===== config.mk =====
export PLATFORM = sky130hd
export DESIGN_NAME = mem_stage_lsu
export DESIGN_NICKNAME = d
export VERILOG_FILES = /design/src/rtl/mem_stage_lsu_pkg.sv /design/src/rtl/mem_stage_lsu_load_align.sv /design/src/rtl/mem_stage_lsu.sv
export SDC_FILE = /design/constraint.sdc
export NUM_CORES = 1
export LEC_CHECK = 0
export BUFFER_PORTS_ARGS = -buffer_cell sky130_fd_sc_hd__buf_4
export CELL_PAD_IN_SITES_DETAIL_PLACEMENT = 0
export CELL_PAD_IN_SITES_GLOBAL_PLACEMENT = 1
export CORE_MARGIN = 2
export CORE_UTILIZATION = 34
export CTS_BUF_LIST = sky130_fd_sc_hd__clkbuf_2 sky130_fd_sc_hd__clkbuf_4 sky130_fd_sc_hd__clkbuf_8
export CTS_CLUSTER_DIAMETER = 120
export DETAILED_ROUTE_END_ITERATION = 6
export GPL_TIMING_DRIVEN = 0
export PLACE_DENSITY = 0.95
export SKIP_LAST_GASP = 1
export SLEW_MARGIN = 20
export SYNTH_ARGS = -nofsm -noshare
export SYNTH_HDL_FRONTEND = slang
export SYNTH_SLANG_ARGS = --single-unit

===== constraint.sdc =====
create_clock -name clk -period 4.4 [get_ports clk]
set_clock_uncertainty 0.15 [all_clocks]
set_input_delay 0.44 -clock clk [delete_from_list [all_inputs] [get_ports clk]]
set_output_delay 0.44 -clock clk [all_outputs]
set_load 0.01 [all_outputs]

===== src/rtl/mem_stage_lsu_pkg.sv =====
// Shared decode constants and LSU state type for the MEM stage.
// Contents:
//   - opcode / funct3 / funct7 localparams for the RV32 subset the MEM stage decodes
//   - lsu_state_e : data-memory handshake states
//   - writes_rd() : opcodes that write the register file
package mem_stage_lsu_pkg;

  localparam logic [6:0] OPC_LOAD   = 7'b0000011;
  localparam logic [6:0] OPC_STORE  = 7'b0100011;
  localparam logic [6:0] OPC_SYSTEM = 7'b1110011;
  localparam logic [6:0] OPC_OP     = 7'b0110011;
  localparam logic [6:0] OPC_OP_IMM = 7'b0010011;
  localparam logic [6:0] OPC_LUI    = 7'b0110111;
  localparam logic [6:0] OPC_AUIPC  = 7'b0010111;
  localparam logic [6:0] OPC_JAL    = 7'b1101111;
  localparam logic [6:0] OPC_JALR   = 7'b1100111;

  localparam logic [6:0] F7_MULDIV  = 7'b0000001;

  localparam logic [2:0] F3_B  = 3'b000;
  localparam logic [2:0] F3_H  = 3'b001;
  localparam logic [2:0] F3_W  = 3'b010;
  localparam logic [2:0] F3_BU = 3'b100;
  localparam logic [2:0] F3_HU = 3'b101;

  typedef enum logic [1:0] {
    IDLE = 2'b00,
    REQ  = 2'b01,
    WAIT = 2'b10
  } lsu_state_e;

  // True for opcodes whose result is written back to rd.
  function automatic logic writes_rd(input logic [6:0] opc);
    logic w;
    case (opc)
      OPC_LOAD, OPC_OP, OPC_OP_IMM, OPC_LUI,
      OPC_AUIPC, OPC_JAL, OPC_JALR, OPC_SYSTEM: w = 1'b1;
      default:                                  w = 1'b0;
    endcase
    return w;
  endfunction

endpackage


===== src/rtl/mem_stage_lsu_load_align.sv =====
// Load alignment: picks the addressed byte/halfword out of a memory word
// and sign- or zero-extends it according to the load funct3.
// Ports:
//   rdata   in  32  raw word from data memory
//   addr_lo in  2   low address bits of the load
//   funct3  in  3   load width/sign selector
//   data    out 32  aligned, extended load value
module mem_stage_lsu_load_align
  import mem_stage_lsu_pkg::*;
(
  input  logic [31:0] rdata,
  input  logic [1:0]  addr_lo,
  input  logic [2:0]  funct3,
  output logic [31:0] data
);

  logic [7:0]  byte_sel_s;
  logic [15:0] half_sel_s;

  // Lane select followed by extension; halfword uses addr_lo[1] only.
  always_comb begin
    byte_sel_s = 8'h00;
    half_sel_s = 16'h0000;
    data       = rdata;
    case (addr_lo)
      2'b00:   byte_sel_s = rdata[7:0];
      2'b01:   byte_sel_s = rdata[15:8];
      2'b10:   byte_sel_s = rdata[23:16];
      2'b11:   byte_sel_s = rdata[31:24];
      default: byte_sel_s = rdata[7:0];
    endcase
    if (addr_lo[1]) begin
      half_sel_s = rdata[31:16];
    end else begin
      half_sel_s = rdata[15:0];
    end
    case (funct3)
      F3_B:    data = {{24{byte_sel_s[7]}}, byte_sel_s};
      F3_H:    data = {{16{half_sel_s[15]}}, half_sel_s};
      F3_BU:   data = {24'h000000, byte_sel_s};
      F3_HU:   data = {16'h0000, half_sel_s};
      F3_W:    data = rdata;
      default: data = rdata;
    endcase
  end

endmodule


===== src/rtl/mem_stage_lsu.sv =====
// MEM stage with load/store unit.
// Consumes the EXE/MEM register outputs, runs the data-memory req/gnt/rvalid
// handshake, stalls the pipeline while an access is outstanding and registers
// the write-back result into MEM/WB.
// Ports:
//   clk, rst                       clock, synchronous active-low reset
//   alu_out_M/rs2_data_M/mul_M/csr_M/inst_M   MEM-stage operands and instruction
//   stall_ext                      stall from elsewhere (holds EXE/MEM and MEM/WB)
//   stall_mem                      this stage needs the pipeline held
//   dm_req/dm_we/dm_addr/dm_wstrb/dm_wdata    data-memory request
//   dm_gnt/dm_rvalid/dm_rdata      data-memory grant and load response
//   wb_data/wb_rd/wb_we/inst_W     MEM/WB register
module mem_stage_lsu
  import mem_stage_lsu_pkg::*;
#(
  parameter int XLEN   = 32,
  parameter int ADDR_W = 32
) (
  input  logic              clk,
  input  logic              rst,
  input  logic [XLEN-1:0]   alu_out_M,
  input  logic [XLEN-1:0]   rs2_data_M,
  input  logic [XLEN-1:0]   mul_M,
  input  logic [XLEN-1:0]   csr_M,
  input  logic [31:0]       inst_M,
  input  logic              stall_ext,
  output logic              stall_mem,
  output logic              dm_req,
  output logic              dm_we,
  output logic [ADDR_W-1:0] dm_addr,
  output logic [3:0]        dm_wstrb,
  output logic [XLEN-1:0]   dm_wdata,
  input  logic              dm_gnt,
  input  logic              dm_rvalid,
  input  logic [XLEN-1:0]   dm_rdata,
  output logic [XLEN-1:0]   wb_data,
  output logic [4:0]        wb_rd,
  output logic              wb_we,
  output logic [31:0]       inst_W
);

  lsu_state_e      state_r, state_nxt_s;
  logic            done_r, done_nxt_s;
  logic [XLEN-1:0] load_q_r;

  logic [6:0]      opcode_s;
  logic [2:0]      funct3_s;
  logic [4:0]      rd_s;
  logic            is_load_s, is_store_s, is_sys_s, is_mul_s, mem_op_s;
  logic            issue_s, complete_s, capture_s, busy_s, advance_s;
  logic [XLEN-1:0] ld_raw_s, ld_data_s, wb_sel_s;
  logic            wb_we_s;
  logic [3:0]      wstrb_s;
  logic [XLEN-1:0] wdata_s;

  assign opcode_s   = inst_M[6:0];
  assign funct3_s   = inst_M[14:12];
  assign rd_s       = inst_M[11:7];
  assign is_load_s  = (opcode_s == OPC_LOAD);
  assign is_store_s = (opcode_s == OPC_STORE);
  assign is_sys_s   = (opcode_s == OPC_SYSTEM);
  assign is_mul_s   = (opcode_s == OPC_OP) && (inst_M[31:25] == F7_MULDIV);
  assign mem_op_s   = is_load_s || is_store_s;

  // Handshake next-state. The IDLE cycle that starts an access already drives
  // dm_req, so a grant there is handled exactly like a grant in REQ.
  always_comb begin
    state_nxt_s = state_r;
    issue_s     = 1'b0;
    complete_s  = 1'b0;
    capture_s   = 1'b0;
    case (state_r)
      IDLE: begin
        if (mem_op_s && !done_r) begin
          issue_s = 1'b1;
          if (dm_gnt) begin
            if (is_store_s) begin
              complete_s  = 1'b1;
              state_nxt_s = IDLE;
            end else begin
              state_nxt_s = WAIT;
            end
          end else begin
            state_nxt_s = REQ;
          end
        end else begin
          state_nxt_s = IDLE;
        end
      end
      REQ: begin
        issue_s = 1'b1;
        if (dm_gnt) begin
          if (is_store_s) begin
            complete_s  = 1'b1;
            state_nxt_s = IDLE;
          end else begin
            state_nxt_s = WAIT;
          end
        end else begin
          state_nxt_s = REQ;
        end
      end
      WAIT: begin
        if (dm_rvalid) begin
          complete_s  = 1'b1;
          capture_s   = 1'b1;
          state_nxt_s = IDLE;
        end else begin
          state_nxt_s = WAIT;
        end
      end
      default: state_nxt_s = IDLE;
    endcase
  end

  // The completing cycle does not stall: store data is gone, load data is bypassed.
  assign busy_s    = (state_r != IDLE) || (mem_op_s && !done_r);
  assign stall_mem = rst && busy_s && !complete_s;
  assign dm_req    = rst && issue_s;
  assign dm_we     = dm_req && is_store_s;
  assign dm_addr   = {alu_out_M[ADDR_W-1:2], 2'b00};
  assign advance_s = !stall_ext && !stall_mem;

  // done marks an access already performed for the instruction held in MEM,
  // so a stall_ext hold cannot re-issue it; cleared once the instruction leaves.
  always_comb begin
    done_nxt_s = done_r;
    if (advance_s) begin
      done_nxt_s = 1'b0;
    end else if (complete_s) begin
      done_nxt_s = 1'b1;
    end else begin
      done_nxt_s = done_r;
    end
  end

  // Handshake state, done flag and captured load word.
  always_ff @(posedge clk) begin
    if (!rst) begin
      state_r  <= IDLE;
      done_r   <= 1'b0;
      load_q_r <= {XLEN{1'b0}};
    end else begin
      state_r <= state_nxt_s;
      done_r  <= done_nxt_s;
      if (capture_s) begin
        load_q_r <= dm_rdata;
      end
    end
  end

  // Store byte lanes and replicated write data.
  always_comb begin
    wstrb_s = 4'b0000;
    wdata_s = {XLEN{1'b0}};
    if (is_store_s) begin
      case (funct3_s)
        F3_B: begin
          wstrb_s = 4'b0001 << alu_out_M[1:0];
          wdata_s = {4{rs2_data_M[7:0]}};
        end
        F3_H: begin
          wstrb_s = alu_out_M[1] ? 4'b1100 : 4'b0011;
          wdata_s = {2{rs2_data_M[15:0]}};
        end
        F3_W: begin
          wstrb_s = 4'b1111;
          wdata_s = rs2_data_M;
        end
        default: begin
          wstrb_s = 4'b0000;
          wdata_s = rs2_data_M;
        end
      endcase
    end else begin
      wstrb_s = 4'b0000;
      wdata_s = {XLEN{1'b0}};
    end
  end

  assign dm_wstrb = wstrb_s;
  assign dm_wdata = wdata_s;

  // Bypass the response word in its arrival cycle, otherwise use the captured copy.
  assign ld_raw_s = capture_s ? dm_rdata : load_q_r;

  mem_stage_lsu_load_align u_load_align (
    .rdata   (ld_raw_s),
    .addr_lo (alu_out_M[1:0]),
    .funct3  (funct3_s),
    .data    (ld_data_s)
  );

  // Write-back source select.
  always_comb begin
    wb_sel_s = alu_out_M;
    if (is_load_s) begin
      wb_sel_s = ld_data_s;
    end else if (is_sys_s) begin
      wb_sel_s = csr_M;
    end else if (is_mul_s) begin
      wb_sel_s = mul_M;
    end else begin
      wb_sel_s = alu_out_M;
    end
  end

  assign wb_we_s = (rd_s != 5'd0) && writes_rd(opcode_s);

  // MEM/WB register: load on advance, bubble when only this stage stalls, hold on stall_ext.
  always_ff @(posedge clk) begin
    if (!rst) begin
      wb_data <= {XLEN{1'b0}};
      wb_rd   <= 5'd0;
      wb_we   <= 1'b0;
      inst_W  <= 32'h0000_0000;
    end else if (advance_s) begin
      wb_data <= wb_sel_s;
      wb_rd   <= rd_s;
      wb_we   <= wb_we_s;
      inst_W  <= inst_M;
    end else if (!stall_ext) begin
      wb_data <= {XLEN{1'b0}};
      wb_rd   <= 5'd0;
      wb_we   <= 1'b0;
      inst_W  <= 32'h0000_0000;
    end
  end

endmodule


## Word-level counts from Yosys, hierarchy flattened

Index checks and enable logic that the tools add are counted.
W data, S select, Z words.

- Flip-flop bits (word level): 105
- Latch bits: 0
- Bits in writable memories: 0
- Memory bits (read-only): 0
- Input port bits: 197
- Output and inout port bits: 141
- Logic and storage cells: 83
- Memories kept: 0

- $add $sub $neg: 0
- Multiply operators: 0
- Divide/modulo/power cells: 0
- $lt $le $gt $ge: 0
- Equal/unequal tests: 20
- Shifts and indexed selects: 1
- Muxes and demuxes: 33
- Bitwise logic cells: 1
- Reductions and logical operators: 21

Operator list:

| operator | count |
|---|---|
| $mux W32 | 8 |
| $pmux W32 S4 | 1 |
| $pmux W32 S2 | 1 |
| $pmux W8 S4 | 1 |
| $eq A7 B6 Y1 const B | 3 |
| $eq A7 B7 Y1 const B | 3 |
| $mux W16 | 1 |
| $eq A7 B5 Y1 const B | 2 |
| $pmux W4 S3 | 1 |
| $mux W5 | 2 |
| $mux W1 | 9 |
| $logic_and A1 B1 Y1 | 8 |
| $mux W2 | 4 |
| $mux W4 | 2 |
| $reduce_or A8 Y1 | 1 |
| $eq A7 B1 Y1 const B | 1 |
| $eq A7 B2 Y1 const B | 1 |
| $eq A2 B2 Y1 const B | 3 |
| $eq A3 B3 Y1 const B | 2 |
| $pmux W2 S3 | 1 |
| $reduce_bool A5 Y1 | 1 |
| $eq A2 B1 Y1 const B | 2 |
| $logic_not A1 Y1 | 4 |
| $logic_not A2 Y1 | 2 |
| 11 further kinds | 12 |

## Logic depth before layout (Yosys ltp)

Gate-level depths: netlist of run 1.

- Word-level depth: 10
- Gate-level depth with buffers: 9

## Hierarchy

Synthesis of run 1 repeated with hierarchy kept, for this count alone.

- Cells, all modules: 765
- Area total of the unflattened synthesis: 5733.0 µm²

Modules (own cells, without submodules):

| module | instances | cells each | area each (µm²) |
|---|---|---|---|
| mem_stage_lsu | 1 | 655 | 5083.6 |
| mem_stage_lsu_load_align | 1 | 110 | 649.4 |

## Least setup slack after synthesis of run 1

No wires, ideal clock.

- Path kind: input port to output port
- Start: in inst_M[3]
- End: out dm_wdata[30]
- Arrival time: 2025 ps
- Setup slack: 1785 ps
- Stages on the path: 6
- Path buffers: 3
- Cells stage by stage: nor4bb_1 clkbuf_1 clkbuf_1 nand3_1 clkbuf_1 a211oi_1

- Longest elaborated chain between the ends: 2

Ends and longest elaborated chain:

| what | RTL line | text |
|---|---|---|
| start: declaration | mem_stage_lsu.sv:25 | `input logic [31:0] inst_M,` |
| $eq A7 B6 Y1 | mem_stage_lsu.sv:60 | `assign is_store_s = (opcode_s == OPC_STORE);` |
| $mux W32 | mem_stage_lsu.sv:156 | `if (is_store_s) begin` |
| end: declaration | mem_stage_lsu.sv:32 | `output logic [XLEN-1:0] dm_wdata,` |

Every way passes these cells.

## Final worst setup path of run 1

- Start: in inst_M[2]
- End: out dm_wstrb[0]

- Longest elaborated chain between the ends: 2

Ends and longest elaborated chain:

| what | RTL line | text |
|---|---|---|
| $eq A7 B6 Y1 | mem_stage_lsu.sv:60 |  |
| $mux W4 | mem_stage_lsu.sv:156 |  |
| end: declaration | mem_stage_lsu.sv:31 | `output logic [3:0] dm_wstrb,` |

Every way passes these cells.

==> results of run 1 <==
power by group:
group	switching [mW]	internal (mW)	leakage, nW
Sequential	0.0191	0.939	0.817
Combinational	0.235	0.268	3.24
Clock	0.376	0.221	0.0951
worst register-to-register path, cell delays in order, from the launching register on:
cell	delay, ns
dfxtp_1	0.44
and3b_1	0.20
buf_6	0.13
clkbuf_1	0.60
mux2i_1	0.30
a2111oi_0	0.97
o21a_1	0.23
area by class of cell:
type                    instances  share of cell area, %
plain buffers                 102                   6.02
flip-flops and latches        100                   22.4
inverters                       5                  0.210
multi-input cells             543                   38.1
clock buffers                   9                   1.39
repair buffers                332                   27.9
clock inverters                 7                  0.784
well taps                     225                   3.15
kinds of logic (layout without fill, tap and decap cells):
logic type,Yosys count,after routing
mux,57,57
simple gates,262,262
other cells,1,2
compound gates,222,222
flops,100,100
buf+inv,107,455
metal layers:
layer,wire length [um],vias to the layer above,part of all wire (%)
met1,11100,3368,44
met5,0,-,0
met3,1750,29,7.0
met4,418,0,1.7
met2,12000,279,48
li1,-,3391,-
sequential cells by signal (all words and copies together), names as in the netlist:
signal	cells
load_q_r	32
wb_data	32
inst_W	28
wb_rd	4
state_r	2
done_r	1
wb_we	1
through the flow:
stage / utilization, % / std cells
global placement: 50.7 / 1307
floorplan: - / 750
global route: 51.8 / 1323
CTS: 51.8 / 1323
detailed placement: 50.7 / 1307
finish: 51.8 / 1323
cells in the final DEF, fill, tap and decap left out, types with 16 or more instances in the layout:
| cell | netlist | layout |
|---|---|---|
| a2111oi_0 | 16 | 16 |
| a211oi_1 | 16 | 16 |
| a21oi_1 | 22 | 22 |
| a22oi_1 | 34 | 34 |
| and2_1 | 16 | 16 |
| buf_4 | 37 | 369 |
| clkbuf_1 | 56 | 56 |
| dfxtp_1 | 100 | 100 |
| mux2i_1 | 53 | 53 |
| nand2_1 | 72 | 72 |
| nor2_1 | 124 | 124 |
| o21ai_0 | 19 | 19 |
| o22ai_1 | 18 | 18 |
worst paths after layout:
| kind | slack (ns) | end | start | cells past startpoint |
|---|---|---|---|---|
| hold / removal | 0.07 | state_r[0] | dm_gnt | 2 |
| hold reg to reg | 0.33 | wb_data[12] | wb_data[12] | 1 |
| setup reg to reg | 1.34 | wb_data[24] | state_r[1] | 6 |
| setup / recovery | 0.99 | dm_wstrb[0] | inst_M[2] | 8 |
==> out/qor.yml, run 1 <==
worst_slew_pin_slew_ns: 1.02
holdWs_ns: 0.0698
grt_pass1_wl_um: 36900
seqCellArea_sq_mm: 0.00200
globalRouteMet2Util_pct: 42.4
slew_headroom_pct: 30.1
finalSetupTns_ns: 0
placement.cell_area_sq_mm: 0.00874
rsz_0062_raised_after_global_routing: "false"
syn_area_per_cell_sq_um: 7.96
detailed_place_hpwl_um: 20300
post_drt_via_cell_ratio: 5.34
multi_input_area_sq_mm: 0.00341
chipHeight_um: 136
routedWlPerCell_um: 19.1
outcome: "completed"
clockRootBuffer: "clkbuf_8"
drc: 0
leakagePower_nw: 4.15
tritoncts: "built"
timing.fmax_mhz: 293
worst_setup_hold_path_clk_slew_ns: 0.10
ys_warn_count: 0
cp.required_ns: 3.81
clock_insertion_delay_worst_skew_ns: 0.39
wirelength_um: 25200
fp.coreArea_sq_mm: 0.0172
cp_common_cell: "clkbuf_1"
path_delay_family: "buffers and inverters"
yosys.area.top_type: "dfxtp_1"
max-vdd-ir-drop_uv: 205
summed_instance_area_of_the_synthesized_netlist_sq_mm: 0.00596
synth_cell_types: 56
design.die.area_sq_mm: 0.0186
synth-simple-area-share_pct: 19.3
grt_antenna_before_repair: 0
final_nets: 1290
report.final.setup_viol: 0
fin_ws_ns: 0.987
row_count: 48
timing.final.max_slew_violations: 0
pwr_density_cell_mw_per_mm2: 230
fillers: 1709
synthesis.instances: 749
max_cap_violations: 0
slowest_delay_ns: 0.45
groute.layer.met1.usage_pct: 34.9
synth_flop_cell: "dfxtp_1"
grt_overflow_total: 0
most_used_standard_cell_by_instance_count_after_synthesis: "nor2_1"
synth_area_in_compound_gates_pct: 27.5
timing.critical_path.from_type: "input port"
netlist_top_cells_area: "dfxtp_1 (34%), mux2i_1 (8.9%), nor2_1 (7.8%)"
worst-setup-path-type: "input port to output pin"
grt-busiest-layer: "met2"
post_cts_buffers: 0
first_global_vias: 6643
synth_enable_flop_cells: 0
globalRouteMet3Util_pct: 5.93
drt.antenna.violating_nets: 0
design_power_total_mw: 2.06
timing.final.crit_period_ns: 3.41
cts.sinks: 100
cts.htree.levels: 3
synthMuxAreaShare_pct: 10.2
worstSetupEndpointType: "output pin"
postCtsResizedCells: 0
drive_above_1_share_pct: 36.1
ys_top_cells_by_count: "nor2_1 (124), dfxtp_1 (100), nand2_1 (72), clkbuf_1 (56), mux2i_1 (53)"
via_count: 7067
yosys_register_bits: 100
antennaDiodeCount: 0
final_cell_area_sq_mm: 0.00893
numPortBuffers: 332
initial_utilization_pct: 34.6
cp.buffers_inverters: 5
yosys.area_share.adder_pct: 0
ys_seq_area_share_pct: 33.6
die_width_um: 136
synth_top_family_by_area: "compound AO/OA/AOI/OAI gates"
maximum_number_of_pins_on_one_net_before_global_route_repair: 20
gr-usage-all-layers_pct: 26.1
timing.critical_path.slowest_stage_cell: "nand3_1"
drt_pre_antenna_iters: 5
i_o_pin_count: 338
yosysTopAreaCellShare_pct: 33.6
cp_max_fo: 10
async_flop_share_pct: 0
hold_path_class: "input port to flip-flop"
cts_max_path_buffers: 2
layout_worst_path_cycle_share_pct: 77.6
area_overhead_of_the_layout_relative_to_synthesis_pct: 49.9
synth_xor_area_share_pct: 0
pre_cts_slack_ns: 0.913
detailed_route_iter0_violations: 458
cts-buffers-inserted: 9
gpl.final_weighted_congestion: 0.880
hold_buffers: 0
hold_violations: 0
crit_chain: "buf_4 > nor4bb_1 > clkbuf_1 > clkbuf_1 > nand3_1 > clkbuf_1 > nor3_1 > buf_4"
critical_path_arrival_ns: 2.82
Note: power is estimated with default switching activity, not from simulation.
==> run 2, diff against run 1 <==
--- a/config.mk
+++ b/config.mk
@@ -9,12 +9,12 @@
 export CELL_PAD_IN_SITES_DETAIL_PLACEMENT = 0
 export CELL_PAD_IN_SITES_GLOBAL_PLACEMENT = 1
 export CORE_MARGIN = 2
-export CORE_UTILIZATION = 34
+export CORE_UTILIZATION = 28
 export CTS_BUF_LIST = sky130_fd_sc_hd__clkbuf_2 sky130_fd_sc_hd__clkbuf_4 sky130_fd_sc_hd__clkbuf_8
 export CTS_CLUSTER_DIAMETER = 120
 export DETAILED_ROUTE_END_ITERATION = 6
 export GPL_TIMING_DRIVEN = 0
-export PLACE_DENSITY = 0.95
+export PLACE_DENSITY = 0.89
 export SKIP_LAST_GASP = 1
 export SLEW_MARGIN = 20
 export SYNTH_ARGS = -nofsm -noshare
==> constraint.sdc (replaced) <==
create_clock -name clk -period 2.98 [get_ports clk]
set_clock_uncertainty 0.15 [all_clocks]
set_input_delay 0.298 -clock clk [delete_from_list [all_inputs] [get_ports clk]]
set_output_delay 0.298 -clock clk [all_outputs]
set_load 0.01 [all_outputs]
==> out/qor.yml, run 2 (synthesis gave the netlist of run 1 again) <==
outcome: "completed"  # unchanged
dpl.cell_count: 1357  # was 1,307
finalSetupTns_ns: 0  # unchanged
critical_path_arrival_ns: 2.99  # was 2.82 ns
hold_path_class: "input port to flip-flop"  # unchanged
first_global_vias: 6767  # was 6,643
drt.antenna.violating_nets: 0  # unchanged
slew_headroom_pct: 32.8  # was 30.1%
layout_worst_path_cycle_share_pct: 95.6
rsz_0062_raised_after_global_routing: "true"  # was false
worstSetupEndpointType: "flip-flop"  # was output pin
worst_slew_pin_slew_ns: 1.00  # was 1.02 ns
worst_setup_hold_path_clk_slew_ns: 0.11  # was 0.10 ns
cp.buffers_inverters: 2  # was 5
drive_above_1_share_pct: 36.2  # was 36.1%
detailed_route_iter0_violations: 376  # was 458
maximum_number_of_pins_on_one_net_before_global_route_repair: 19  # was 20
die_width_um: 150  # was 136 um
clockRootBuffer: "clkbuf_8"  # unchanged
reg2reg_slack_ns: 0.13  # was 1.34 ns
final_cells: 1395  # was 1,323
hold_violations: 0  # unchanged
reg.largest.list: "load_q_r (32), wb_data (32), inst_W (28)"  # unchanged
crit_chain: "and3b_1 > buf_6 > mux4_2 > a22o_1 > a311oi_4 > buf_6 > a2111oi_0 > o21a_1"  # was buf_4 > nor4bb_1 > clkbuf_1 > clkbuf_1 > nand3_1 > clkbuf_1 > nor3_1 > buf_4
max-vdd-ir-drop_uv: 232  # was 205 uV
pre_cts_slack_ns: -0.361  # was 0.913 ns
tritoncts: "built"  # unchanged
slowest_delay_ns: 0.53  # was 0.45 ns
cp_common_cell: "buf_6"  # was clkbuf_1
drc: 0  # unchanged
timing.final.max_slew_violations: 0  # unchanged
detailed_place_hpwl_um: 21300  # was 20,300 um
holdWs_ns: 0.0215  # was 0.0698 ns
grt_antenna_before_repair: 0  # unchanged
row_count: 53  # was 48
grt_overflow_total: 0  # unchanged
gpl.final_weighted_congestion: 0.880  # about the same
cts-buffers-inserted: 9  # unchanged
timing.critical_path.slowest_stage_cell: "mux4_2"  # was nand3_1
antennaDiodeCount: 0  # unchanged
fin_ws_ns: 0.130  # was 0.987 ns
max_cap_violations: 0  # unchanged
drt_pre_antenna_iters: 4  # was 5
cp.required_ns: 3.12  # was 3.81 ns
pwr_density_cell_mw_per_mm2: 333  # was 230 mW/mm^2
cts.htree.levels: 3  # unchanged
clock_insertion_delay_worst_skew_ns: 0.38  # was 0.39 ns
grt_pass1_wl_um: 39500  # was 36,900 um
design.die.area_sq_mm: 0.0225  # was 0.0186 sq mm
timing.final.crit_period_ns: 2.85
path_delay_family: "compound AO/OA/AOI/OAI gates"  # was buffers and inverters
cts.sinks: 100  # unchanged
report.final.setup_viol: 0  # unchanged
wirelength_um: 26900  # was 25,200 um
timing.critical_path.from_type: "flip-flop"  # was input port
post_drt_via_cell_ratio: 5.09  # was 5.34
leakagePower_nw: 4.27  # was 4.15 nW
i_o_pin_count: 338  # unchanged
numPortBuffers: 332  # unchanged
fp.coreArea_sq_mm: 0.0210  # was 0.0172 sq mm
chipHeight_um: 150  # was 136 um
via_count: 7099  # was 7,067
routedWlPerCell_um: 19.3  # was 19.1 um
final_nets: 1312  # was 1,290
initial_utilization_pct: 28.4  # was 34.6%
worst-setup-path-type: "flip-flop to flip-flop"  # was input port to output pin
layout.cells.most_common_list: "buf_4 (369), nor2_1 (124), dfxtp_1 (100), nand2_1 (72), mux2i_1 (53)"  # was buf_4 (369), nor2_1 (124), dfxtp_1 (100), nand2_1 (72), clkbuf_1 (56)
timing.fmax_mhz: 351
cp_max_fo: 10  # unchanged
gr-usage-all-layers_pct: 23.0  # was 26.1%
area_overhead_of_the_layout_relative_to_synthesis_pct: 55.4  # was 49.9%
post_cts_buffers: 0  # unchanged
layout.cells.most_common: "buf_4"  # unchanged
cts_max_path_buffers: 2  # unchanged
## run 2: cell types whose count changed in the layout (fill, tap and decap cells not counted), sizes merged
| cell | delta |
|---|---|
| clkinv | -1 |
| dlygate4sd3 | +23 |
## run 2: layout make-up
| class | count | area, sq um |
|---|---|---|
| multi-input cells | 543 | 3440 |
| plain buffers | 101 | 542 |
| flip-flops and latches | 100 | 2000 |
| clock inverters | 6 | 56.3 |
| well taps | 275 | 344 |
| fillers | 2187 | 11700 |
| clock buffers | 10 | 138 |
| inverters | 5 | 18.8 |
| repair buffers | 355 | 2720 |
## run 2: repair_timing
item,in CTS,in global routing
pin swaps,0,1
resized for setup,11,13
hold buffers,23,0
setup endpoints to repair,35,40
hold endpoints to repair,23,0
## run 2: power by group
part / switching (mW) / internal [mW] / leakage (nW)
logic: 0.361 / 0.417 / 3.35
clock network: 0.551 / 0.345 / 0.0969
registers: 0.0294 / 1.39 / 0.817
## run 2: path summary, 6_finish.rpt
| path | startpoint | to | depth (start not counted) |
|---|---|---|---|
| hold / removal | inst_M[29] | inst_W[29] | 3 |
| hold reg to reg | wb_data[14] | wb_data[14] | 1 |
| setup reg to reg | state_r[1] | wb_data[23] | 8 |
| setup / recovery | state_r[1] | wb_data[23] | 8 |
## run 2: worst register-to-register path, cell delays in order (launching register included)
cell and delay [ns]:
dfxtp_1 0.44, and3b_1 0.20, buf_6 0.13, mux4_2 0.53, a22o_1 0.28, a311oi_4 0.46, buf_6 0.21, a2111oi_0 0.11
o21a_1 0.24
## run 2: per-layer routing
metal	share of wire [%]	vias up	global-route usage [%]
met3	6.2	34	4.88
met2	49	240	38.9
met5	0	-	0
li1	-	3441	-
met4	1.8	0	5.85
met1	43	3384	29.7
## run 2: metrics by stage
stage | utilization [%] | power, mW | cell area [sq um]
2_1_floorplan | - | 1.76 | 5960
3_3_place_gp | 42.0 | 2.18 | 8800
3_5_place_dp | 42.0 | 2.19 | 8800
4_1_cts | 44.2 | 3.11 | 9250
5_1_grt | 44.2 | 3.23 | 9260
6_report | 44.2 | 3.09 | 9260
==> run 3, diff against run 2 <==
--- a/config.mk
+++ b/config.mk
@@ -6,15 +6,14 @@
 export NUM_CORES = 1
 export LEC_CHECK = 0
 export BUFFER_PORTS_ARGS = -buffer_cell sky130_fd_sc_hd__buf_4
-export CELL_PAD_IN_SITES_DETAIL_PLACEMENT = 0
-export CELL_PAD_IN_SITES_GLOBAL_PLACEMENT = 1
-export CORE_MARGIN = 2
-export CORE_UTILIZATION = 28
+export CORE_AREA = 2 2 131 133
 export CTS_BUF_LIST = sky130_fd_sc_hd__clkbuf_2 sky130_fd_sc_hd__clkbuf_4 sky130_fd_sc_hd__clkbuf_8
 export CTS_CLUSTER_DIAMETER = 120
 export DETAILED_ROUTE_END_ITERATION = 6
+export DIE_AREA = 0 0 133 135
 export GPL_TIMING_DRIVEN = 0
-export PLACE_DENSITY = 0.89
+export PLACE_DENSITY = 0.81
+export REMOVE_ABC_BUFFERS = 1
 export SKIP_LAST_GASP = 1
 export SLEW_MARGIN = 20
 export SYNTH_ARGS = -nofsm -noshare
==> out/qor.yml, run 3 (synthesis gave the netlist of run 1 again) <==
cts.htree.levels: 3  # unchanged
clockRootBuffer: "clkbuf_8"  # unchanged
timing.critical_path.from_type: "input port"  # was flip-flop
seq_power_share_pct: 46.5  # was 45.8%
final_cell_area_sq_mm: 0.00888  # was 0.00926 sq mm
hold_path_class: "input port to flip-flop"  # unchanged
cp.required_ns: 3.18  # was 3.12 ns
maximum_number_of_pins_on_one_net_before_global_route_repair: 53  # was 19
fin_ws_ns: 0.0621  # was 0.130 ns
worstSetupEndpointType: "flip-flop"  # unchanged
worst_slew_pin_slew_ns: 1.01  # was 1.00 ns
grt_antenna_before_repair: 0  # unchanged
ff2ff_path_depth: 6  # was 8
pre_cts_slack_ns: -0.779  # was -0.361 ns
swShare_pct: 30.4  # was 30.5%
timing.critical_path.slowest_stage_cell: "a2111oi_0"  # was mux4_2
timing.final.max_slew_violations: 0  # unchanged
clock_power_share_pct: 29.3  # was 29.0%
cp_max_fo: 22  # was 10
final_nets: 1228  # was 1,312
row_count: 47  # was 53
slew_headroom_pct: 31.1  # was 32.8%
outcome: "completed"  # unchanged
wirelength_um: 25100  # was 26,900 um
gpl.final_weighted_congestion: 0.831  # was 0.880
i_o_pin_count: 338  # unchanged
grt_pass1_wl_um: 37400  # was 39,500 um
detailed_route_iter0_violations: 630  # was 376
grt_overflow_total: 0  # unchanged
max_cap_violations: 0  # unchanged
top_signal_layer_used: "met4"  # unchanged
detailed_place_hpwl_um: 18000  # was 21,300 um
wire_length_on_met2_um: 12100  # was 13,100 um
clock_insertion_delay_worst_skew_ns: 0.39  # was 0.38 ns
die_width_um: 133  # was 150 um
cts-buffers-inserted: 9  # unchanged
holdWs_ns: 0.0147  # was 0.0215 ns
reg.largest.list: "load_q_r (32), wb_data (32), inst_W (28)"  # unchanged
critical_path_arrival_ns: 3.11  # was 2.99 ns
cp.buffers_inverters: 1  # was 2
chipHeight_um: 135  # was 150 um
worstSetupPathDepth: 5  # was 8
area_overhead_of_the_layout_relative_to_synthesis_pct: 48.9  # was 55.4%
post_drt_via_cell_ratio: 5.56  # was 5.09
routedWlPerCell_um: 20.0  # was 19.3 um
placement.cell_area_sq_mm: 0.00836  # was 0.00880 sq mm
tritoncts: "built"  # unchanged
max-vdd-ir-drop_uv: 257  # was 232 uV
timing.final.crit_period_ns: 2.92  # was 2.85 ns
timing.fmax_mhz: 343  # was 351 MHz
hold_depth: 3  # unchanged
worst_setup_hold_path_clk_slew_ns: 0.11  # about the same
crit_chain: "buf_4 > nor4bb_4 > nand3b_1 > a2111oi_0 > o21a_1"  # was and3b_1 > buf_6 > mux4_2 > a22o_1 > a311oi_4 > buf_6 > a2111oi_0 > o21a_1
layout.cells.most_common: "buf_4"  # unchanged
hold_violations: 0  # unchanged
drt.antenna.violating_nets: 0  # unchanged
finalSetupTns_ns: 0  # unchanged
leakagePower_nw: 4.11  # was 4.27 nW
slowest_delay_ns: 1.13  # was 0.53 ns
cts_max_path_buffers: 2  # unchanged
cts.sinks: 100  # unchanged
p_comb_share_pct: 24.2  # was 25.2%
drive_above_1_share_pct: 37.4  # was 36.2%
fp.coreArea_sq_mm: 0.0164  # was 0.0210 sq mm
first_global_vias: 6794  # was 6,767
postLayoutCoreUtil_pct: 54.1  # was 44.2%
wl_met1_um: 10500  # was 11,700 um
path_delay_family: "compound AO/OA/AOI/OAI gates"  # unchanged
layout.cells.most_common_list: "buf_4 (342), nor2_1 (122), dfxtp_1 (100), nand2_1 (70), mux2i_1 (53)"  # was buf_4 (369), nor2_1 (124), dfxtp_1 (100), nand2_1 (72), mux2i_1 (53)
report.final.setup_viol: 0  # unchanged
pwr_density_cell_mw_per_mm2: 343  # was 333 mW/mm^2
design.die.area_sq_mm: 0.0180  # was 0.0225 sq mm
via_count: 6985  # was 7,099
p_int_mw: 2.12  # was 2.15 mW
total_switching_power_mw: 0.927  # was 0.941 mW
worst-setup-path-type: "input port to flip-flop"  # was flip-flop to flip-flop
numPortBuffers: 335  # was 332
drc: 0  # unchanged
antennaDiodeCount: 0  # unchanged
initial_utilization_pct: 36.3  # was 28.4%
gr-usage-all-layers_pct: 26.6  # was 23.0%
rsz_0062_raised_after_global_routing: "false"  # was true
layout_worst_path_cycle_share_pct: 97.9  # was 95.6%
drt_pre_antenna_iters: 5  # was 4
met3_wirelength_from_detailed_routing_um: 1720  # was 1660 um
[run 3: path summary, 6_finish.rpt]
check	endpoint	startpoint	slack, ns
setup / recovery	wb_data[26]	inst_M[3]	0.06
hold / removal	inst_W[0]	inst_M[0]	0.01
setup reg to reg	wb_data[26]	state_r[1]	0.12
hold reg to reg	wb_data[11]	wb_data[11]	0.33
[run 3: per-stage QoR]
stage | cells | power, mW
final | 1256 | 3.05
after CTS | 1250 | 3.05
after global routing | 1256 | 3.19
after global placement | 1203 | 2.12
after detailed placement | 1210 | 2.15
after floorplan | 648 | 1.67
[run 3: area by class of cell]
class	instances	area, sq um
Fill cell	1505	7530
Multi-Input combinational cell	544	3470
Timing Repair Buffer	371	2910
Sequential cell	100	2000
Tap cell	220	275
Clock buffer	10	138
Clock inverter	6	56.3
Inverter	5	20.0
[run 3: routing by layer]
layer	vias to the layer above	GRT usage (%)
li1	3271	-
met1	3304	33.3
met2	357	44.5
met3	53	6.04
met4	0	10.7
met5	-	0
[run 3: power by group through the flow]
stage          sequential (mW)  clock (mW)  combinational [mW]
2_1_floorplan             1.47           0               0.203
3_3_place_gp              1.44           0               0.677
3_5_place_dp              1.45           0               0.700
4_1_cts                   1.42       0.910               0.729
5_1_grt                   1.42       0.978               0.790
6_report                  1.42       0.893               0.738
[run 3: timing repair]
action / CTS / global route
hold buffers: 21 / 0
gates resized for setup: 8 / 1
setup endpoints to repair: 37 / 27
gates cloned: 1 / 0
pin swaps: 3 / 3
setup buffers: 2 / 6
hold endpoints to repair: 21 / 0
[run 3: tightest hold or removal path, stage by stage]
cell	delay, ns
buf_4	0.09
a22oi_1	0.06
nor2_1	0.07
